<file path="src/rtl/cook_pkg.sv">
// cook_pkg: shared state encoding and timing defaults for the egg-timer controller.
package cook_pkg;
  typedef enum logic [2:0] {OFF, IDLE, PROG, RUN, PAUSE, ALARM} state_e;
  localparam int REPEAT_DELAY_DEF = 3;
  localparam int ALARM_SECONDS_DEF = 10;
endpackage

</file>
<file path="src/rtl/repeat_gen.sv">
// repeat_gen: held-button auto-repeat, one strobe on press then one per tick after a hold delay.
module repeat_gen
  import cook_pkg::*;
#(
  parameter int REPEAT_DELAY = REPEAT_DELAY_DEF
) (
  input  logic clk,
  input  logic reset,
  input  logic enable,
  input  logic level,
  input  logic tick,
  output logic strobe
);
  localparam int CW = $clog2(REPEAT_DELAY + 1);
  localparam logic [CW-1:0] LAST = CW'(REPEAT_DELAY - 1);
  logic held_q, active, rpt, strobe_d;
  logic [CW-1:0] cnt_q, cnt_d;
  // Gating by enable clears held_q, so a button held on entry counts as a fresh press.
  always_comb begin
    active = enable & level;
    rpt = active & held_q & tick & (cnt_q == LAST);
    cnt_d = !(active && held_q) ? '0 : (tick && cnt_q != LAST) ? cnt_q + CW'(1) : cnt_q;
    strobe_d = active & (~held_q | rpt);
  end
  always_ff @(posedge clk or posedge reset)
    if (reset) begin
      held_q <= 1'b0;
      cnt_q <= '0;
      strobe <= 1'b0;
    end else begin
      held_q <= active;
      cnt_q <= cnt_d;
      strobe <= strobe_d;
    end
endmodule

</file>
<file path="src/rtl/cook_controller.sv">
// cook_controller: egg-timer sequencing FSM driving counter load/enable, set-button repeat, display select and LEDs.
module cook_controller
  import cook_pkg::*;
#(
  parameter int REPEAT_DELAY = REPEAT_DELAY_DEF,
  parameter int ALARM_SECONDS = ALARM_SECONDS_DEF,
  parameter int ALARM_W = 4
) (
  input  logic clk,
  input  logic reset,
  input  logic pulse_1s,
  input  logic pulse_300ms,
  input  logic timer_en,
  input  logic cooktime_req,
  input  logic start_btn,
  input  logic seconds_req,
  input  logic minutes_req,
  input  logic prog_zero,
  input  logic timer_zero,
  output logic increment_seconds,
  output logic increment_minutes,
  output logic prog_mode,
  output logic load_timer,
  output logic main_timer_enable,
  output logic display_prog,
  output logic timer_enabled_led,
  output logic timer_on_led,
  output logic alarm_led
);
  localparam logic [ALARM_W-1:0] ALARM_LAST = ALARM_W'(ALARM_SECONDS - 1);
  state_e state_q, state_d;
  logic start_q, cook_q, start_rise, cook_rise, zero_seen, alarm_done, stay_alarm;
  logic load_d, en_d, prog_d, disp_d, led_en_d, led_on_d, alarm_d;
  logic [ALARM_W-1:0] cnt_q, cnt_d;
  assign start_rise = start_btn & ~start_q;
  assign cook_rise = cooktime_req & ~cook_q;
  // The counter still shows its old value during the load cycle, so ignore zero then.
  assign zero_seen = timer_zero & ~load_timer;
  assign alarm_done = pulse_1s & (cnt_q == ALARM_LAST);
  always_ff @(posedge clk or posedge reset)
    if (reset) begin
      state_q <= OFF;
      start_q <= 1'b0;
      cook_q <= 1'b0;
      cnt_q <= '0;
      prog_mode <= 1'b0;
      load_timer <= 1'b0;
      main_timer_enable <= 1'b0;
      display_prog <= 1'b0;
      timer_enabled_led <= 1'b0;
      timer_on_led <= 1'b0;
      alarm_led <= 1'b0;
    end else begin
      state_q <= state_d;
      start_q <= start_btn;
      cook_q <= cooktime_req;
      cnt_q <= cnt_d;
      prog_mode <= prog_d;
      load_timer <= load_d;
      main_timer_enable <= en_d;
      display_prog <= disp_d;
      timer_enabled_led <= led_en_d;
      timer_on_led <= led_on_d;
      alarm_led <= alarm_d;
    end
  always_comb begin
    state_d = state_q;
    if (!timer_en) state_d = OFF;
    else
      case (state_q)
        OFF:     state_d = IDLE;
        IDLE:    state_d = cook_rise ? PROG : (start_rise && !prog_zero) ? RUN : IDLE;
        PROG:    state_d = cook_rise ? IDLE : (start_rise && !prog_zero) ? RUN : PROG;
        RUN:     state_d = zero_seen ? ALARM : start_rise ? PAUSE : RUN;
        PAUSE:   state_d = start_rise ? RUN : cook_rise ? PROG : PAUSE;
        ALARM:   state_d = (alarm_done | start_rise | cook_rise | seconds_req | minutes_req) ? IDLE : ALARM;
        default: state_d = OFF;
      endcase
  end
  always_comb begin
    load_d = (state_d == RUN) && (state_q == IDLE || state_q == PROG);
    en_d = (state_d == RUN) && !load_d;
    prog_d = state_d == PROG;
    disp_d = state_d == IDLE || state_d == PROG;
    led_en_d = state_d != OFF;
    led_on_d = state_d == RUN;
    stay_alarm = state_q == ALARM && state_d == ALARM;
    alarm_d = state_d != ALARM ? 1'b0 : !stay_alarm ? 1'b1 : alarm_led ^ pulse_1s;
    cnt_d = stay_alarm ? cnt_q + ALARM_W'(pulse_1s) : '0;
  end
  repeat_gen #(.REPEAT_DELAY(REPEAT_DELAY)) u_rep_sec (
    .clk(clk), .reset(reset), .enable(state_d == PROG), .level(seconds_req),
    .tick(pulse_300ms), .strobe(increment_seconds)
  );
  repeat_gen #(.REPEAT_DELAY(REPEAT_DELAY)) u_rep_min (
    .clk(clk), .reset(reset), .enable(state_d == PROG), .level(minutes_req),
    .tick(pulse_300ms), .strobe(increment_minutes)
  );
endmodule

</file>
<file path="config.mk">
export PLATFORM = sky130hd
export DESIGN_NAME = cook_controller
export DESIGN_NICKNAME = d
export VERILOG_FILES = /design/src/rtl/cook_pkg.sv /design/src/rtl/repeat_gen.sv /design/src/rtl/cook_controller.sv
export SDC_FILE = /design/constraint.sdc
export NUM_CORES = 1
export LEC_CHECK = 0
export BUFFER_PORTS_ARGS = -buffer_cell sky130_fd_sc_hd__buf_2
export CORE_ASPECT_RATIO = 0.8
export CORE_MARGIN = 5
export CORE_UTILIZATION = 58
export CTS_CLUSTER_DIAMETER = 120
export CTS_CLUSTER_SIZE = 8
export DETAILED_ROUTE_END_ITERATION = 10
export GPL_TIMING_DRIVEN = 0
export HOLD_SLACK_MARGIN = 0.02
export PLACE_DENSITY = 0.82
export SETUP_SLACK_MARGIN = 0.2
export SLEW_MARGIN = 20
export SYNTH_ARGS = -nofsm -noshare
export SYNTH_HDL_FRONTEND = slang
export SYNTH_SLANG_ARGS = --single-unit
export TNS_END_PERCENT = 30
</file>
<file path="constraint.sdc">
create_clock -name clk -period 3.96 [get_ports clk]
set_input_delay 0.396 -clock clk [delete_from_list [all_inputs] [get_ports clk]]
set_output_delay 0.396 -clock clk [all_outputs]
set_load 0.1 [all_outputs]
</file>
* After elaboration in Yosys (flattened, before gate mapping)
Index checks and enable logic that the tools add are counted.
Storage, ports and cells: input bits 11, logic and storage cells 95, output and inout bits 9, register bits after elaboration 24
Cells by class: equality and inequality tests 17, reductions and logical operators 14, $add $sub $neg 3, bitwise gates (word level) 26, mux-type cells 18
Operators by type and width (count):
- $mux W3 | 6
- $pmux W3 S6 | 1
- $and A1 B1 Y1 | 14
- $mux W2 | 7
- $eq A3 B2 Y1 const B | 4
- $eq A3 B3 Y1 const B | 3
- $logic_and A1 B1 Y1 | 8
- $ne A2 B2 Y1 const B | 4
- $eq A3 B1 Y1 const B | 2
- $or A1 B1 Y1 | 6
- $not A1 Y1 | 5
- $add A2 B1 Y2 const B | 2
- $add A4 B1 Y4 | 1
- $eq A2 B2 Y1 const B | 2
- $eq A4 B4 Y1 const B | 1
- $mux W4 | 1
- $logic_not A3 Y1 | 1
- $mux W1 | 3
- $ne A3 B3 Y1 const B | 1
- $reduce_bool A3 Y1 | 1
- $logic_not A1 Y1 | 2
- $logic_or A1 B1 Y1 | 2
- $xor A1 B1 Y1 | 1

* Depth between registers and ports, before layout
Gate-level depths: netlist (run 1).
depth in word-level cells 16, mapped depth 6, gate-level depth less buffers 6

* Cells and area by module
Synthesis (run 1) repeated with hierarchy kept, for this count alone.
Unflattened totals: cell total of the unflattened synthesis 112, area, all modules 1221.2 sq um
Modules (own cells, without submodules):
- cook_controller | cells an instance 80, instances 1, sequential area each 400.4 sq um, area each 848.3 sq um
- repeat_gen | cells an instance 16, instances 2, sequential area each 100.1 sq um, area each 186.4 sq um

* Worst setup path before layout (run 1)
OpenSTA, ideal clock, no wires.
kind register to register, from register load_timer, to register u_rep_min.strobe, setup time 0.088 ns, data required time 3.872 ns, clock period less this slack 2.216 ns, setup slack 1.744 ns, buffers on the path 0, data arrival time 2.128 ns, stages on the path, launching flop included 6, cell sequence dfrtp_1 -> nor2b_1 -> or2_2 -> a31oi_1 -> nand4_2 -> a211oi_2
On the way: cells in the longest elaborated chain, start to end 12
Ends and longest elaborated chain:
- start: declaration | line cook_controller.sv:23 | output logic load_timer,
- start signal: assignment | line cook_controller.sv:59 | load_timer <= load_d;
- $not A1 Y1 (*) | line cook_controller.sv:38 | assign zero_seen = timer_zero & ~load_timer;
- $and A1 B1 Y1 (*) | line cook_controller.sv:38
- $mux W3 (*) | line cook_controller.sv:74 | RUN: state_d = zero_seen ? ALARM : start_rise ? PAUSE : RUN;
- $pmux W3 S6 (*) | line cook_controller.sv:70 | case (state_q)
- $mux W3 (*) | line cook_controller.sv:68 | if (!timer_en) state_d = OFF;
- $eq A3 B2 Y1 (*) | line cook_controller.sv:96 | .clk(clk), .reset(reset), .enable(state_d == PROG), .level(minutes_req),
- $and A1 B1 Y1 (*) | line repeat_gen.sv:20 | active = enable & level;
- $and A1 B1 Y1 (3 in series) | line repeat_gen.sv:21 | rpt = active & held_q & tick & (cnt_q == LAST);
- $or A1 B1 Y1 | line repeat_gen.sv:23 | strobe_d = active & (~held_q | rpt);
- $and A1 B1 Y1 (*) | line repeat_gen.sv:23
- net u_rep_min.strobe_d | line repeat_gen.sv:16 | logic held_q, active, rpt, strobe_d;
- end signal: assignment | line repeat_gen.sv:33 | strobe <= strobe_d;
- end: declaration | line repeat_gen.sv:12 | output logic strobe
The timed path passes the listed nets; every way through them passes the cells marked *. A chain may end at the register's enable or synchronous reset.

* Final worst setup path (run 1)
from register state_q[0], to register u_rep_sec.strobe
On the way: cells in the longest elaborated chain, start to end 10, elaborated cells on any way between the ends 15, classes of those cells eq/ne: 6; mux: 2; bitwise: 6; reduce/logical: 1
Ends and longest elaborated chain:
- start: declaration | line cook_controller.sv:31 | state_e state_q, state_d;
- start signal: assignment | line cook_controller.sv:54 | state_q <= state_d;
- $eq A3 B3 Y1 (tied with other cells) | line cook_controller.sv:70
- $pmux W3 S6 (*) | line cook_controller.sv:70
- $mux W3 (*) | line cook_controller.sv:68
- $eq A3 B2 Y1 (*) | line cook_controller.sv:92 | .clk(clk), .reset(reset), .enable(state_d == PROG), .level(seconds_req),
- $and A1 B1 Y1 (*) | line repeat_gen.sv:20
- $and A1 B1 Y1 (3 in series) | line repeat_gen.sv:21
- $or A1 B1 Y1 | line repeat_gen.sv:23
- $and A1 B1 Y1 (*) | line repeat_gen.sv:23
- net u_rep_sec.strobe_d | line repeat_gen.sv:16
- end signal: assignment | line repeat_gen.sv:33
- end: declaration | line repeat_gen.sv:12
Marked as above.

==> results_dict.tcl, run 1 <==
set metrics [dict create \
    max_cap_viol_count 0 \
    crit_path_max_fanout 10 \
    r2r_start "state_q[0]" \
    worst_setup_path_start_kind "flop" \
    holdBufCountCts 0 \
    netlist_area_um2 1190 \
    worstPathArrival_ns 2.22 \
    hold_class "input port to flop" \
    port_buffers 19 \
    reg2reg_depth 5 \
    yosys.area_share.xor_xnor_pct 4.42 \
    clockBufferDepth 2 \
    cts_tree "yes" \
    synthMuxAreaShare_pct 0 \
    status "completed" \
    post_drt_wl_per_cell_um 13.8 \
    drc_errors 0 \
    core_area_um2 1910 \
    dp.cells 158 \
    crit_type "flop to flop" \
    grt_use_total_pct 16.7 \
    nNetsFinal 154 \
    synthTopCellsByArea "dfrtp_1 (51%), ha_1 (4.2%), nor2_1 (4.1%), nand2_1 (3.8%), xnor2_1 (3.7%)" \
    worst_slack_ns 1.97 \
    die_width_um 60.6 \
    holdPathEnd "cook_q" \
    ant_nets 0 \
    ys_ff_latch 24 \
    vias 894 \
    synth_largest_area_cell "dfrtp_1" \
    final.setup_skew_ns 0.00959 \
    rrSetupSlack_ns 1.97 \
    antenna_found_initial 0 \
    grt_overflow 0 \
    yosys.area.top_type_share_pct 50.5 \
    ys_async_sr_fraction_pct 100 \
    synth_top_family_by_area "simple AND/OR/NAND/NOR gates" \
    finalHoldViolCount 0 \
    finalPower_mw 0.543 \
    p_leak_nw 0.679 \
    cts_inserted_buffers 3 \
    slew_violations 0 \
    clockRootBuffer "clkbuf_4" \
    cts_resized 0 \
    synth_area_per_cell_um2 10.3 \
    fmax_ghz 0.504 \
    gp_congestion 0.849 \
    fin_crit_ns 1.99 \
    first_global_vias 850 \
    clk-insertion-delay-late_ns 0.32 \
    fin_hold_ws_ns 0.214 \
    max_stage_delay_ns 0.41 \
    synth_adder_area_share_pct 4.21 \
    finalSetupViolations 0 \
    crit_buf_inv 1 \
    path_clk_slew_ns 0.14 \
    dp_hpwl_um 1790 \
    cts_setup_buffers 0 \
    netlist_instances 115 \
    drtIter0Drc 31 \
    rsz0062_at_grt "no" \
    maxSlewHeadroom_pct 41.8 \
    reg2reg_to "u_rep_sec.strobe" \
    antenna_cells 0 \
    max-vdd-ir-drop_mv 0.368 \
    start_util_pct 62.3 \
    dp_slack_ns 1.87 \
    worstSetupPathDepth 5 \
    io-pin-count 20 \
    via_per_inst 5.52 \
    drive_gt1_share_pct 21.7 \
    synth_simple_gate_area_share_pct 24.0 \
    holdPathStages 1 \
    yosysSeqAreaShare_pct 50.5 \
    fin_crit_sh_pct 50.1 \
    first_pass_iters 4 \
    synth_enable_flop_cells 0 \
    syn2layout_area_growth_pct 14.9 \
    synth.distinct_cells 35 \
    grt_max_degree 25 \
    die_area_um2 3060 \
    worstMarginPinSlew_ns 0.872 \
    num_rows 14 \
    required_ns 4.20 \
    numClockSinks 24 \
    min-delay-start "cooktime_req" \
    routed_wl_um 2240 \
    endpoint_kind "flop" \
    synth_top_flop_cell "dfrtp_1" \
    cpLargestDelayFamily "compound AO/OA/AOI/OAI gates" \
    h-tree-depth 1 \
    synthesis.nets 130 \
    die_y_um 50.5 \
    fin_cells 162 \
    power_density_nw_per_um2 398 \
    grt_pass1_wl_um 3920 \
    ys_warn_count 0 \
    crit_slowest_cell "a221oi_4" \
    synth_compound_area_share_pct 12.7 \
    setup_tns_ns 0 \
    path_cells "buf_6 > o32a_1 > a221oi_4 > nand4_2 > a211oi_2" \
]
state kept, by name, indices dropped and copies added, names as in the netlist:
signal and count:
display_prog 1, u_rep_min.held_q 1, timer_on_led 1, cook_q 1, load_timer 1, prog_mode 1, cnt_q 4, u_rep_sec.held_q 1
main_timer_enable 1, alarm_led 1, u_rep_min.cnt_q 2, u_rep_sec.cnt_q 2, start_q 1, timer_enabled_led 1, state_q 3, u_rep_min.strobe 1
u_rep_sec.strobe 1
worst max-delay path by stage:
stage | start | end | slack (ns)
2_1_floorplan | load_timer | u_rep_min.strobe | 1.74
3_3_place_gp | start_btn | u_rep_sec.strobe | 1.94
3_5_place_dp | start_btn | u_rep_sec.strobe | 1.87
4_1_cts | state_q[0] | u_rep_sec.strobe | 1.98
5_1_grt | state_q[1] | u_rep_sec.strobe | 1.81
6_report | state_q[0] | u_rep_sec.strobe | 1.97
Yosys cell counts, types with 2 or more instances:
cell type,count
a211oi_1,2
a211oi_2,2
a21oi_1,4
and2_1,4
dfrtp_1,24
ha_1,4
inv_1,9
nand2_1,12
nand2b_1,4
nor2_1,13
nor2b_1,4
nor4_1,6
xnor2_1,5
placed cells by master (no fill, tap or decap), types with 4 or more instances in the layout:
master / n
xnor2_1: 5
and2_1: 4
a21oi_1: 4
dfrtp_1: 24
nor2b_1: 4
nand2b_1: 4
buf_2: 19
nor4_1: 6
nor2_1: 13
nand2_1: 12
ha_1: 4
inv_1: 9
layout make-up:
| type | instances | area (um2) |
|---|---|---|
| plain buffers | 2 | 15.0 |
| clock buffers | 3 | 22.5 |
| clock inverters | 1 | 30.0 |
| fillers | 155 | 543 |
| inverters | 9 | 33.8 |
| multi-input cells | 80 | 539 |
| flip-flops and latches | 24 | 601 |
| well taps | 24 | 30.0 |
| repair buffers | 19 | 95.1 |
power breakdown:
| part | switching, mW | leakage (nW) | total [mW] | internal, mW |
|---|---|---|---|---|
| clock network | 0.0735 | 0.0279 | 0.176 | 0.102 |
| logic | 0.0809 | 0.326 | 0.111 | 0.0302 |
| registers | 0.00335 | 0.324 | 0.256 | 0.253 |
layer usage:
layer  vias up  global-route usage (%)  share of wire (%)
met5         -                       0                  0
met4         0                    2.53               0.54
met3         2                    4.62                5.8
met2        26                    25.3                 46
met1       424                    24.5                 47
li1        442                       -                  -
cell families (layout without fill, tap and decap cells):
| family | count (synthesis) | count (layout) |
|---|---|---|
| adder cells (fa/ha/maj) | 4 | 4 |
| XOR/XNOR | 6 | 6 |
| flip-flops | 24 | 24 |
| buffers and inverters | 11 | 34 |
| AND/OR/NAND/NOR | 53 | 53 |
| AO/OA/AOI/OAI | 17 | 17 |
metrics by stage:
stage | util [%] | cell area, um2
3_5_place_dp | 68.8 | 1310
5_1_grt | 71.6 | 1370
2_1_floorplan | - | 1190
4_1_cts | 71.6 | 1370
6_report | 71.6 | 1370
3_3_place_gp | 68.8 | 1310
Note: power is estimated with default switching activity, not from simulation.
==> run 2: changes to the inputs <==
--- a/config.mk
+++ b/config.mk
@@ -5,16 +5,17 @@
 export SDC_FILE = /design/constraint.sdc
 export NUM_CORES = 1
 export LEC_CHECK = 0
+export ABC_AREA = 1
 export BUFFER_PORTS_ARGS = -buffer_cell sky130_fd_sc_hd__buf_2
 export CORE_ASPECT_RATIO = 0.8
 export CORE_MARGIN = 5
-export CORE_UTILIZATION = 58
+export CORE_UTILIZATION = 54
 export CTS_CLUSTER_DIAMETER = 120
 export CTS_CLUSTER_SIZE = 8
 export DETAILED_ROUTE_END_ITERATION = 10
 export GPL_TIMING_DRIVEN = 0
 export HOLD_SLACK_MARGIN = 0.02
-export PLACE_DENSITY = 0.82
+export PLACE_DENSITY = 0.77
 export SETUP_SLACK_MARGIN = 0.2
 export SLEW_MARGIN = 20
 export SYNTH_ARGS = -nofsm -noshare
==> constraint.sdc (replaced) <==
create_clock -name clk -period 2.02 [get_ports clk]
set_input_delay 0.202 -clock clk [delete_from_list [all_inputs] [get_ports clk]]
set_output_delay 0.202 -clock clk [all_outputs]
set_load 0.1 [all_outputs]
==> run 2 against run 1 <==
Effect of this change: routed wire length is 6.1% lower; worst hold slack got worse by 0.16 ns; critical path depth is 3 higher; largest cell class unchanged; utilization decreased by 5.9 points; synthesized area is 1.5% higher; count of clock-buffer cells in the layout did not move; first-iteration DRC count rose by 6.5%; critical path type is now input port to flop; sequential share of layout area shrank 1.2 points.
==> results_dict.tcl, run 2 <==
set metrics [dict create \
    largest_reg_flops 4 \
    drive_gt1_share_pct 24.3 \
    grt_max_degree 25 \
    cp-startpoint "cooktime_req" \
    cp-endpoint "u_rep_sec.strobe" \
    core_area_um2 2140 \
    worstMarginPinSlew_ns 0.872 \
    worstPathArrival_ns 1.77 \
    path_cells "dlygate4sd3_1 > buf_2 > nand2_1 > o21ai_0 > nand4_2 > nor2_4 > nand2_1 > a21oi_1" \
    cts_tree "yes" \
    holdBufCountCts 1 \
    reg2reg_depth 8 \
    crit_type "input port to flop" \
    reg.largest.list "cnt_q (4), state_q (3)" \
    drtIter0Drc 33 \
    cts_setup_buffers 0 \
    worst_slack_ns 0.481 \
    fin_crit_sh_pct 76.2 \
    final_cell_area_um2 1410 \
    grt_pass1_wl_um 3680 \
    die_y_um 52.3 \
    fin_hold_ws_ns 0.0517 \
    rsz0062_at_grt "no" \
    antenna_found_initial 0 \
    post_drt_wl_per_cell_um 10.8 \
    cts_resized 0 \
    clockRootBuffer "clkbuf_4" \
    maxSlewHeadroom_pct 41.8 \
    routed_wl_um 2100 \
    synth_top_flop_cell "dfrtp_1" \
    worst_setup_path_start_kind "input port" \
    syn2layout_area_growth_pct 16.5 \
    hold_class "input port to async pin" \
    dp_hpwl_um 1630 \
    first_pass_iters 4 \
    postLayoutCoreUtil_pct 65.7 \
    num-fill-cells 199 \
    finalPower_mw 1.02 \
    max_cap_viol_count 0 \
    p_leak_nw 0.798 \
    mostFrequentLayoutCells "inv_1 (28), nand2_1 (28), dfrtp_1 (24)" \
    dp_slack_ns 0.548 \
    synth_top_family_by_area "simple AND/OR/NAND/NOR gates" \
    grt_use_total_pct 14.2 \
    clockBufferDepth 2 \
    start_util_pct 56.4 \
    ys_ff_latch 24 \
    setup_tns_ns 0 \
    crit_slowest_cell "dlygate4sd3_1" \
    synthesis.nets 159 \
    fmax_ghz 0.650 \
    endpoint_kind "flop" \
    synthTopCellsByArea "dfrtp_1 (50%), inv_1 (8.7%), nand2_1 (8.7%), nor2_1 (6.8%), ha_1 (4.1%)" \
    grt_overflow 0 \
    slew_violations 0 \
    die_area_um2 3280 \
    fin_crit_ns 1.54 \
    clk-insertion-delay-late_ns 0.31 \
    ys_async_sr_fraction_pct 100 \
    synthMuxAreaShare_pct 0 \
    crit_path_max_fanout 6 \
    power_density_nw_per_um2 725 \
    multi_input_area_um2 467 \
    first_global_vias 884 \
    synth_adder_area_share_pct 4.15 \
    die_width_um 62.8 \
    vias 937 \
    netlist_area_um2 1210 \
    yosysSeqAreaShare_pct 49.8 \
    reg2reg_to "cnt_q[3]" \
    synth_largest_area_cell "dfrtp_1" \
    synth_enable_flop_cells 0 \
    antenna_cells 0 \
    required_ns 2.25 \
    cts_inserted_buffers 3 \
    yosys.area_share.xor_xnor_pct 3.63 \
    final.setup_skew_ns 0.00973 \
    yosys.area.top_type_share_pct 49.8 \
    crit_top_cell "nand2_1" \
    post_dp_cell_area_um2 1330 \
    port_buffers 19 \
    synth.distinct_cells 21 \
    netlist_instances 144 \
    rrSetupSlack_ns 0.50 \
    synth_simple_gate_area_share_pct 26.7 \
    ys_warn_count 0 \
    path_clk_slew_ns 0.13 \
    synth_commonest_cells "inv_1 (28), nand2_1 (28), dfrtp_1 (24), nor2_1 (22), nand3_1 (7)" \
    dp.cells 188 \
    largest-register "cnt_q" \
    status "completed" \
    numClockSinks 24 \
    num_rows 15 \
    seqCellArea_um2 601 \
    finalHoldViolCount 0 \
    io-pin-count 20 \
    gp_congestion 0.790 \
    finalSetupViolations 0 \
    ant_nets 0 \
    nNetsFinal 185 \
    h-tree-depth 1 \
    max-vdd-ir-drop_mv 0.568 \
    synth_compound_area_share_pct 4.25 \
    drc_errors 0 \
    r2r_start "state_q[1]" \
    synth_area_per_cell_um2 8.38 \
    fin_cells 194 \
    via_per_inst 4.83 \
    max_stage_delay_ns 0.52 \
]
run 2: cell count changes in the layout (fill, tap and decap cells not counted), sizes merged, moves of 2 or more:
cell	delta
a211oi	-4
a21oi	+3
and2	-4
dlygate4sd3	+2
inv	+23
nand2	+18
nand2b	-4
nand3	+9
nor2	+12
nor2b	-4
nor4	-6
xnor2	-4
xor2	+3
run 2: critical path: cells and delay by family:
kind / cells / cell delay, ns
AO/OA/AOI/OAI: 2 / 0.35
buffers and inverters: 2 / 0.62
AND/OR/NAND/NOR: 4 / 0.60
run 2: worst min path at each step:
stage                  from            endpoint  slack, ns
4_1_cts           start_btn             start_q       0.02
3_5_place_dp   cooktime_req              cook_q       0.33
3_3_place_gp   cooktime_req              cook_q       0.32
5_1_grt         minutes_req    u_rep_min.held_q        0.1
2_1_floorplan         reset           alarm_led       0.22
6_report              reset  u_rep_sec.cnt_q[1]       0.05
run 2: layout make-up:
cell class	instances	share of cell area, %
Sequential cell	24	42.7
Timing Repair Buffer	21	8.19
Multi-Input combinational cell	86	33.2
Clock buffer	3	1.60
Buffer	2	1.34
Clock inverter	1	2.14
Inverter	32	8.55
Tap cell	25	2.23
run 2: power by group:
part | total [mW] | switching (mW) | internal (mW)
logic | 0.181 | 0.137 | 0.0442
registers | 0.503 | 0.00815 | 0.495
clock network | 0.334 | 0.134 | 0.201
run 2: routing by layer:
metal / vias up / GRT usage (%) / wire, um / part of all wire [%]
li1: 483 / - / - / -
met1: 434 / 17.9 / 977 / 46
met2: 18 / 23.8 / 1020 / 48
met3: 2 / 4.51 / 93 / 4.4
met4: 0 / 3.18 / 17 / 0.81
met5: - / 0 / 0 / 0
run 2: cells by family (layout without fill, tap and decap cells):
kind of cell / after synthesis / count (layout)
compound gates: 9 / 9
xor+xnor: 5 / 5
fa+ha+maj: 4 / 4
buf+inv: 34 / 59
flops: 24 / 24
simple gates: 68 / 68
==> run 3: changes to the inputs <==
==> constraint.sdc (replaced) <==
create_clock -name clk -period 1.6 [get_ports clk]
set_input_delay 0.16 -clock clk [delete_from_list [all_inputs] [get_ports clk]]
set_output_delay 0.16 -clock clk [all_outputs]
set_load 0.1 [all_outputs]
==> run 3 against run 2 <==
Effect of this change: utilization is 3.3 points higher; final cell count is 2.1% higher; critical path depth is 2 higher; sequential share of layout area is 1.8 points lower; combinational power is 38% higher; via count is 2.5% higher; highest routed layer unchanged.
==> results_dict.tcl, run 3 (same netlist as run 2, synthesis figures left out) <==
set metrics [dict create \
    largest_reg_flops 4 \
    cpLargestDelayFamily "simple AND/OR/NAND/NOR gates" \
    power_density_nw_per_um2 811 \
    numClockSinks 24 \
    path_clk_slew_ns 0.12 \
    slew_violations 0 \
    grt_max_degree 25 \
    core_area_um2 2140 \
    die_y_um 52.3 \
    use_met3_pct 4.72 \
    fmax_ghz 0.662 \
    worst_setup_path_start_kind "flop" \
    finalSetupViolations 0 \
    crit_slowest_cell "dfrtp_4" \
    post_drt_wl_per_cell_um 11.9 \
    status "completed" \
    antenna_cells 0 \
    cts_inserted_buffers 3 \
    crit_buf_inv 3 \
    antenna_found_initial 0 \
    maxSlewHeadroom_pct 41.3 \
    grt_overflow 0 \
    vias 960 \
    worstPathArrival_ns 1.73 \
    fin_crit_ns 1.51 \
    final.setup_skew_ns 0.00184 \
    path_cells "inv_2 > nand2_2 > nand2_2 > nor2_1 > nor2_1 > nand3_2 > nand2_4 > nor2_4 > buf_4 > buf_4" \
    fin_crit_sh_pct 94.4 \
    finalPower_mw 1.20 \
    max_cap_viol_count 0 \
    endpoint_kind "flop" \
    worstMarginPinSlew_ns 0.880 \
    h-tree-depth 1 \
    nNetsFinal 189 \
    dp_hpwl_um 1680 \
    syn2layout_area_growth_pct 22.4 \
    cts_tree "yes" \
    grt_use_total_pct 15.3 \
    fin_hold_ws_ns 0.00607 \
    drc_errors 0 \
    busiest_layer "met2" \
    p_leak_nw 0.818 \
    met2_usage_pct 27.4 \
    largest-register "cnt_q" \
    crit_path_max_fanout 6 \
    io-pin-count 20 \
    mostFrequentLayoutCells "inv_1 (26), nand2_1 (23), dfrtp_1 (23)" \
    clockRootBuffer "clkbuf_4" \
    crit_type "flop to flop" \
    die_width_um 62.8 \
    first_pass_iters 4 \
    setup_tns_ns 0 \
    finalHoldViolCount 0 \
    reg.largest.list "cnt_q (4), state_q (3)" \
    layout_commonest_cell "inv_1" \
    via_per_inst 4.85 \
    clk-insertion-delay-late_ns 0.31 \
    drtIter0Drc 39 \
    required_ns 1.82 \
    grt_pass1_wl_um 3830 \
    hold_class "input port to async pin" \
    clockBufferDepth 2 \
    die_area_um2 3280 \
    gr-usage-met1_pct 17.3 \
    drive_gt1_share_pct 34.7 \
    rsz0062_at_grt "yes" \
    gp_congestion 0.834 \
    routed_wl_um 2350 \
    first_global_vias 893 \
    ant_nets 0 \
    port_buffers 19 \
    max-vdd-ir-drop_mv 0.652 \
    start_util_pct 56.4 \
    num_rows 15 \
    max_stage_delay_ns 0.49 \
]
[run 3: cell count changes in the layout (fill, tap and decap cells not counted), moves of 3 or more]
cell / previous run / this run
nor2_1: 22 / 18
buf_4: 1 / 4
nor2_2: 2 / 5
nand2_1: 28 / 23
nand2_2: 2 / 6
[run 3: final timing paths]
| check | from | endpoint | slack [ns] | cells past startpoint |
|---|---|---|---|---|
| worst max-delay path | load_timer | prog_mode | 0.09 | 10 |
| worst min-delay path | reset | main_timer_enable | 0.006 | 2 |
| worst max register to register | load_timer | prog_mode | 0.09 | 10 |
| worst min register to register | u_rep_min.held_q | u_rep_min.strobe | 0.47 | 1 |
| max in group asynchronous | reset | load_timer | 0.96 | 2 |
| min in group clk | minutes_req | u_rep_min.held_q | 0.10 | 3 |
[run 3: through the flow]
stage          cells  utilization, %  setup slack, ns  area (um2)
4_1_cts          197            67.6           0.0999        1450
3_3_place_gp     188            62.5            0.173        1340
3_5_place_dp     188            62.5            0.111        1340
6_report         198            69.0           0.0895        1480
5_1_grt          198            69.0          -0.0189        1480
2_1_floorplan    144               -            0.146        1210
[run 3: worst reg2reg max path, delay by kind of cell, from the launching register on]
family	cells	cell delay, ns
buf+inv	3	0.31
flops	1	0.49
simple gates	7	0.61
[run 3: what timing repair did]
action | 4_1_cts | 5_1_grt
hold buffers | 2 | 0
cloned | 1 | 0
endpoints found under the setup margin | 15 | 17
pin swaps | 7 | 7
hold endpoints to repair | 2 | 0
resized for setup | 8 | 10
buffers inserted | 2 | 1
[run 3: report_power, final]
| group | internal, mW | switching [mW] | total (mW) |
|---|---|---|---|
| sequential | 0.625 | 0.0107 | 0.636 |
| combinational | 0.0652 | 0.185 | 0.250 |
| clock | 0.139 | 0.172 | 0.311 |
| total | 0.830 | 0.368 | 1.20 |
[run 3: per-layer routing]
metal | vias to the layer above | wire, um
li1 | 493 | -
met1 | 437 | 965
met2 | 22 | 1180
met3 | 8 | 139
met4 | 0 | 67
met5 | - | 0
[run 3: layout make-up]
cell class / instances / area (um2)
plain buffers: 2 / 18.8
clock buffers: 4 / 36.3
fillers: 166 / 663
inverters: 32 / 123
multi-input cells: 86 / 520
flip-flops and latches: 24 / 604
well taps: 25 / 31.3
repair buffers: 25 / 143
